### config.mk
export PLATFORM = sky130hd
export DESIGN_NAME = bit_diff_multi
export DESIGN_NICKNAME = d
export VERILOG_FILES = /design/src/rtl/bit_diff_pkg.sv /design/src/rtl/bit_diff_chunk_popcount.sv /design/src/rtl/bit_diff_multi.sv
export SDC_FILE = /design/constraint.sdc
export NUM_CORES = 1
export LEC_CHECK = 0
export ABC_AREA = 1
export CORE_ASPECT_RATIO = 1.25
export CORE_UTILIZATION = 29
export CTS_CLUSTER_DIAMETER = 50
export CTS_CLUSTER_SIZE = 25
export DETAILED_ROUTE_END_ITERATION = 6
export PLACE_DENSITY = 0.57
export SLEW_MARGIN = 25
export SYNTH_ARGS = -nofsm -noshare
export SYNTH_HDL_FRONTEND = slang
export SYNTH_HIERARCHICAL = 1
export SYNTH_SLANG_ARGS = --single-unit
### constraint.sdc
create_clock -name clk -period 3.15 [get_ports clk]
set_input_delay 0.7875 -clock clk [delete_from_list [all_inputs] [get_ports clk]]
set_output_delay 0.7875 -clock clk [all_outputs]
set_load 0.02 [all_outputs]
### src/rtl/bit_diff_pkg.sv
// Shared types and sizing helpers for the multi-bit bit-difference datapath.
package bit_diff_pkg;

  typedef enum logic [1:0] {
    MODE_DIFF  = 2'd0,
    MODE_ONES  = 2'd1,
    MODE_ZEROS = 2'd2
  } mode_e;

  typedef enum logic [1:0] {
    IDLE = 2'd0,
    BUSY = 2'd1,
    DONE = 2'd2
  } state_e;

  function automatic int result_width(input int width);
    return $clog2(2 * width + 1);
  endfunction

  function automatic int acc_width(input int width);
    return $clog2(width + 1);
  endfunction

  function automatic int num_chunks(input int width, input int bpc);
    return (width + bpc - 1) / bpc;
  endfunction

  // Counter only has to reach N-1; keep at least one bit when N is 1.
  function automatic int cnt_width(input int n);
    return (n > 1) ? $clog2(n) : 1;
  endfunction

endpackage

### src/rtl/bit_diff_chunk_popcount.sv
// Combinational popcount of one chunk; bits whose mask is clear are not counted.
module bit_diff_chunk_popcount #(
  parameter int BITS = 4,
  parameter int CW   = $clog2(BITS + 1)
) (
  input  logic [BITS-1:0] bits,
  input  logic [BITS-1:0] valid_mask,
  output logic [CW-1:0]   count
);

  // Sum the set, valid bits of the chunk.
  always_comb begin
    count = '0;
    for (int j = 0; j < BITS; j++) begin
      if (bits[j] && valid_mask[j]) begin
        count = count + CW'(1);
      end else begin
        count = count;
      end
    end
  end

endmodule

### src/rtl/bit_diff_multi.sv
// Chunked bit-difference FSMD: counts ones BITS_PER_CYCLE bits per clock and
// reports ones-minus-zeros, ones or zeros under a go/done handshake.
module bit_diff_multi
  import bit_diff_pkg::*;
#(
  parameter int WIDTH          = 16,
  parameter int BITS_PER_CYCLE = 4
) (
  input  logic                                    clk,
  input  logic                                    rst_n,
  input  logic                                    go,
  input  logic [1:0]                              mode,
  input  logic [WIDTH-1:0]                        data,
  output logic                                    busy,
  output logic                                    done,
  output logic signed [result_width(WIDTH)-1:0]   result
);

  localparam int N     = num_chunks(WIDTH, BITS_PER_CYCLE);
  localparam int SR_W  = N * BITS_PER_CYCLE;
  localparam int ACC_W = acc_width(WIDTH);
  localparam int RW    = result_width(WIDTH);
  localparam int CNT_W = cnt_width(N);
  localparam int CW    = $clog2(BITS_PER_CYCLE + 1);

  localparam logic [CNT_W-1:0]     LAST_CNT = CNT_W'(N - 1);
  localparam logic signed [RW-1:0] WIDTH_S  = RW'(WIDTH);

  state_e               state_r;
  logic [SR_W-1:0]      sr_r;
  logic [CNT_W-1:0]     cnt_r;
  logic [ACC_W-1:0]     acc_r;
  logic [1:0]           mode_r;
  logic                 busy_r;
  logic                 done_r;
  logic signed [RW-1:0] result_r;

  logic [BITS_PER_CYCLE-1:0] mask_s;
  logic [CW-1:0]             chunk_cnt_s;
  logic [ACC_W-1:0]          acc_next_s;
  logic signed [RW-1:0]      p_ext_s;
  logic signed [RW-1:0]      res_next_s;
  logic                      last_s;

  // Bit positions beyond WIDTH in the final chunk are excluded from the count.
  always_comb begin
    mask_s = '0;
    for (int j = 0; j < BITS_PER_CYCLE; j++) begin
      if ((int'(cnt_r) * BITS_PER_CYCLE + j) < WIDTH) begin
        mask_s[j] = 1'b1;
      end else begin
        mask_s[j] = 1'b0;
      end
    end
  end

  bit_diff_chunk_popcount #(
    .BITS (BITS_PER_CYCLE),
    .CW   (CW)
  ) u_chunk_popcount (
    .bits       (sr_r[BITS_PER_CYCLE-1:0]),
    .valid_mask (mask_s),
    .count      (chunk_cnt_s)
  );

  assign acc_next_s = acc_r + ACC_W'(chunk_cnt_s);
  assign last_s     = (cnt_r == LAST_CNT);

  // Post-process the final popcount according to the latched mode; reserved
  // mode falls through to DIFF. Intermediate 2*P may wrap, the final value fits.
  always_comb begin
    p_ext_s = RW'(acc_next_s);
    case (mode_r)
      MODE_ONES:  res_next_s = p_ext_s;
      MODE_ZEROS: res_next_s = WIDTH_S - p_ext_s;
      default:    res_next_s = (p_ext_s <<< 1) - WIDTH_S;
    endcase
  end

  // Control FSM with shift register, chunk counter and accumulator.
  always_ff @(posedge clk or negedge rst_n) begin
    if (!rst_n) begin
      state_r  <= IDLE;
      sr_r     <= '0;
      cnt_r    <= '0;
      acc_r    <= '0;
      mode_r   <= 2'd0;
      busy_r   <= 1'b0;
      done_r   <= 1'b0;
      result_r <= '0;
    end else begin
      case (state_r)
        IDLE, DONE: begin
          if (go) begin
            state_r <= BUSY;
            sr_r    <= SR_W'(data);
            mode_r  <= mode;
            cnt_r   <= '0;
            acc_r   <= '0;
            busy_r  <= 1'b1;
            done_r  <= 1'b0;
          end else begin
            state_r <= state_r;
          end
        end
        BUSY: begin
          acc_r <= acc_next_s;
          sr_r  <= sr_r >> BITS_PER_CYCLE;
          cnt_r <= cnt_r + CNT_W'(1);
          if (last_s) begin
            state_r  <= DONE;
            result_r <= res_next_s;
            busy_r   <= 1'b0;
            done_r   <= 1'b1;
          end else begin
            state_r <= BUSY;
          end
        end
        default: begin
          state_r <= IDLE;
          busy_r  <= 1'b0;
          done_r  <= 1'b0;
        end
      endcase
    end
  end

  assign busy   = busy_r;
  assign done   = done_r;
  assign result = result_r;

endmodule

==> results.py <==
metrics = {
    "floorplan": {
        "die_w_um": 76.5,
        "core-area_mm2": 0.00665,
        "floorplan.rows": 33,
        "io_pins": 29,
        "initial_core_util": 0.303,
        "dieHeight_um": 95.2,
        "die_area_mm2": 0.00728,
    },
    "timing": {
        "holdWs_ps": 481,
        "rsz0062_at_grt": "no",
        "fin_crit_ps": 2870,
        "final_hold_viol_count": 0,
        "setup_viol": 0,
        "finalCritPeriodShare": 0.910,
        "tns_ps": 0,
        "finalMaxSlewViolations": 0,
        "fmax_mhz": 349,
        "finClkSkew_ps": 3.38,
    },
    "power_and_ir_drop": {
        "pwr-share-clk": 0.126,
        "power_frac_seq": 0.296,
        "swShare": 0.449,
        "p_per_area_mw_per_mm2": 1040,
        "ir_drop_v": 0.000500,
        "p_leak_nw": 1.18,
        "comb_power_share": 0.578,
        "p_int_mw": 1.43,
        "p_switching_mw": 1.17,
    },
    "global_route": {
        "grt_pass1_vias": 1604,
        "grt_use_total": 0.127,
        "grt.overflow.total": 0,
        "grt_pass1_wl_mm": 7.30,
        "antenna_found_initial": 0,
        "grt_max_degree": 36,
    },
    "status": {
        "status": "finished clean",
    },
    "routing": {
        "routed_wl_mm": 4.02,
        "highest_layer": "met4",
        "m1WireLength_mm": 1.98,
        "wl_met3_um": 108,
        "wl_per_cell_um": 11.1,
        "drt_iter0_drc": 54,
        "vias": 1689,
        "met2_wirelength_mm": 1.85,
        "vias_per_cell": 4.65,
        "drtAntennaViolNets": 0,
        "drcViolationCount": 0,
        "firstDrtPassIters": 4,
    },
    "worst_setup_path": {
        "cp_max_fo": 4,
        "critPathLaunchType": "flop",
        "cp-end-kind": "flop",
        "path_buf_inv": 3,
        "cpPeakStageDelay_ps": 540,
        "path_delay_family": "adder cells",
        "worstSetupPathType": "flop to flop",
        "worstPathCellList": "nand2_1, inv_1, ha_4, nand3_1, nand2_1, inv_1, ha_1, nand2_1, nand2_2, fa_2, inv_1, ha_1, or2_1, nand3_1, o21ai_0, nor2_1, o21ai_1",
        "worstPathRequired_ps": 3320,
        "worst_path_max_delay_cell": "fa_2",
        "crit_arrival_ps": 3040,
    },
    "clock_tree": {
        "cts_tree": "built",
        "clk_latency_ps": 290,
        "cts_made_buffers": 5,
        "root_buffer": "clkbuf_8",
        "cts_buffer_depth": 2,
        "cts.sinks": 35,
        "clk_pin_slew_ps": 70,
        "htree_levels": 2,
        "hold_buffers": 0,
    },
    "synthesis": {
        "yosysSeqAreaShare": 0.435,
        "synth_cells": 238,
        "synthFlopType": "dfrtp_1",
        "ys_seq_elements": 35,
        "avgSynthCellArea_um2": 8.46,
        "yosys_warnings": 6,
        "synthArstFlopShare": 1.00,
        "synth_top_cell_by_area": "dfrtp_1",
        "synth_top_cell_area_share": 0.435,
        "synth_area_leaders": "dfrtp_1 (44%), inv_1 (7.3%), nand2_1 (6.9%)",
        "synth_enable_flop_cells": 0,
        "ys_types": 33,
        "syn-cell-area_mm2": 0.00201,
    },
    "final_layout": {
        "drive_above_1_share": 0.109,
        "post-route-util": 0.378,
        "antenna_cells": 0,
        "fin_area_mm2": 0.00251,
        "layout.nets": 309,
        "area_delta_synth_final_pct": 24.7,
    },
    "worst_hold_path": {
        "min_path_type": "flop to flop",
    },
    "placed_design": {
        "io_buffers": 28,
        "placed_cell_area_mm2": 0.00240,
        "gp_congestion": 0.795,
        "dp_hpwl_mm": 2.93,
    },
    "job": {
        "maxCapViolations": 0,
    },
}
==> worst reg2reg max path, cell delays in order, from the launching register on <==
cell and delay, ps:
dfrtp_1 380, nand2_1 90, inv_1 70, ha_4 270, nand3_1 80, nand2_1 90
inv_1 50, ha_1 260, nand2_1 80, nand2_2 70, fa_2 540, inv_1 70
ha_1 200, or2_1 220, nand3_1 60, o21ai_0 80, nor2_1 90, o21ai_1 60
==> cell usage in the layout (no fill, tap or decap), types with 2 or more instances in the layout <==
cell type	count
dfrtp_1	35
a221oi_1	2
o22ai_1	2
inv_2	3
inv_1	39
a21oi_1	7
o21ai_1	2
nand3_1	22
a221oi_2	6
ha_1	10
conb_1	7
nor3_1	12
buf_4	2
clkdlybuf4s50_1	28
o21ai_0	17
nand4_1	2
or2_1	2
nand2_2	6
nor2_1	13
nand2_1	36
clkbuf_8	6
a211oi_1	4
==> what timing repair did <==
item / in CTS / in global routing
endpoints found under the setup margin: 0 / 4
setup buffers: 0 / 1
resized for setup: 0 / 3
==> final timing paths <==
path	start	endpoint	slack, ps	cells after the start
worst min register to register	done	done	480	2
worst max register to register	sr_r[1]	result[2]	280	17
max in group asynchronous	rst_n	sr_r[5]	1910	2
min in group asynchronous	rst_n	result[3]	910	2
worst min-delay path	done	done	480	2
worst max-delay path	sr_r[1]	result[2]	280	17
==> power groups by stage <==
| stage | logic, mW | clock network (mW) | registers, mW |
|---|---|---|---|
| 2_1_floorplan | 1.09 | 0 | 0.819 |
| 3_3_place_gp | 1.46 | 0 | 0.775 |
| 3_5_place_dp | 1.47 | 0 | 0.781 |
| 4_1_cts | 1.48 | 0.340 | 0.772 |
| 5_1_grt | 1.74 | 0.351 | 0.799 |
| 6_report | 1.50 | 0.329 | 0.770 |
==> cell usage after synthesis, types with 3 or more instances <==
cell	n
a211oi_1	4
a21oi_1	7
a221oi_2	6
buf_2	3
dfrtp_1	35
ha_1	11
inv_1	39
inv_2	3
nand2_1	37
nand2_2	5
nand3_1	22
nor2_1	13
nor3_1	12
o21ai_0	17
==> sequential cells by signal (all words and copies together) (netlist names) <==
signal   count
sr_r        16
result       6
acc_r        5
cnt_r        2
mode_r       2
state_r      2
busy         1
done         1
==> kinds of logic after synthesis <==
logic type                 count (synthesis)  synth area share
AOI/OAI and AO/OA                         45             0.159
adders and majority gates                 12            0.0783
buffers and inverters                     48            0.0982
DFF                                       35             0.435
other                                      1           0.00186
and+or+nand+nor                           97             0.227
==> layer usage <==
metal / up-vias / track usage
li1: 861 / -
met1: 795 / 0.164
met2: 27 / 0.207
met3: 6 / 0.0230
met4: 0 / 0.0577
met5: - / 0
==> per-stage QoR <==
step / power, mW / worst slack (ps) / instances
global placement: 2.23 / 240 / 355
CTS: 2.59 / 179 / 362
floorplan: 1.91 / 367 / 244
detailed placement: 2.25 / 209 / 355
finish: 2.60 / 284 / 363
global route: 2.89 / 24.8 / 363
==> area by class of cell <==
cell class                      instances  area [um2]
Clock inverter                          1        5.00
Timing Repair Buffer                   30         295
Fill cell                             698        4140
Multi-Input combinational cell        161         980
Tap cell                               87         109
Clock buffer                            6        82.6
Inverter                               43         164
Sequential cell                        35         876
Note: power is estimated with default switching activity, not from simulation.
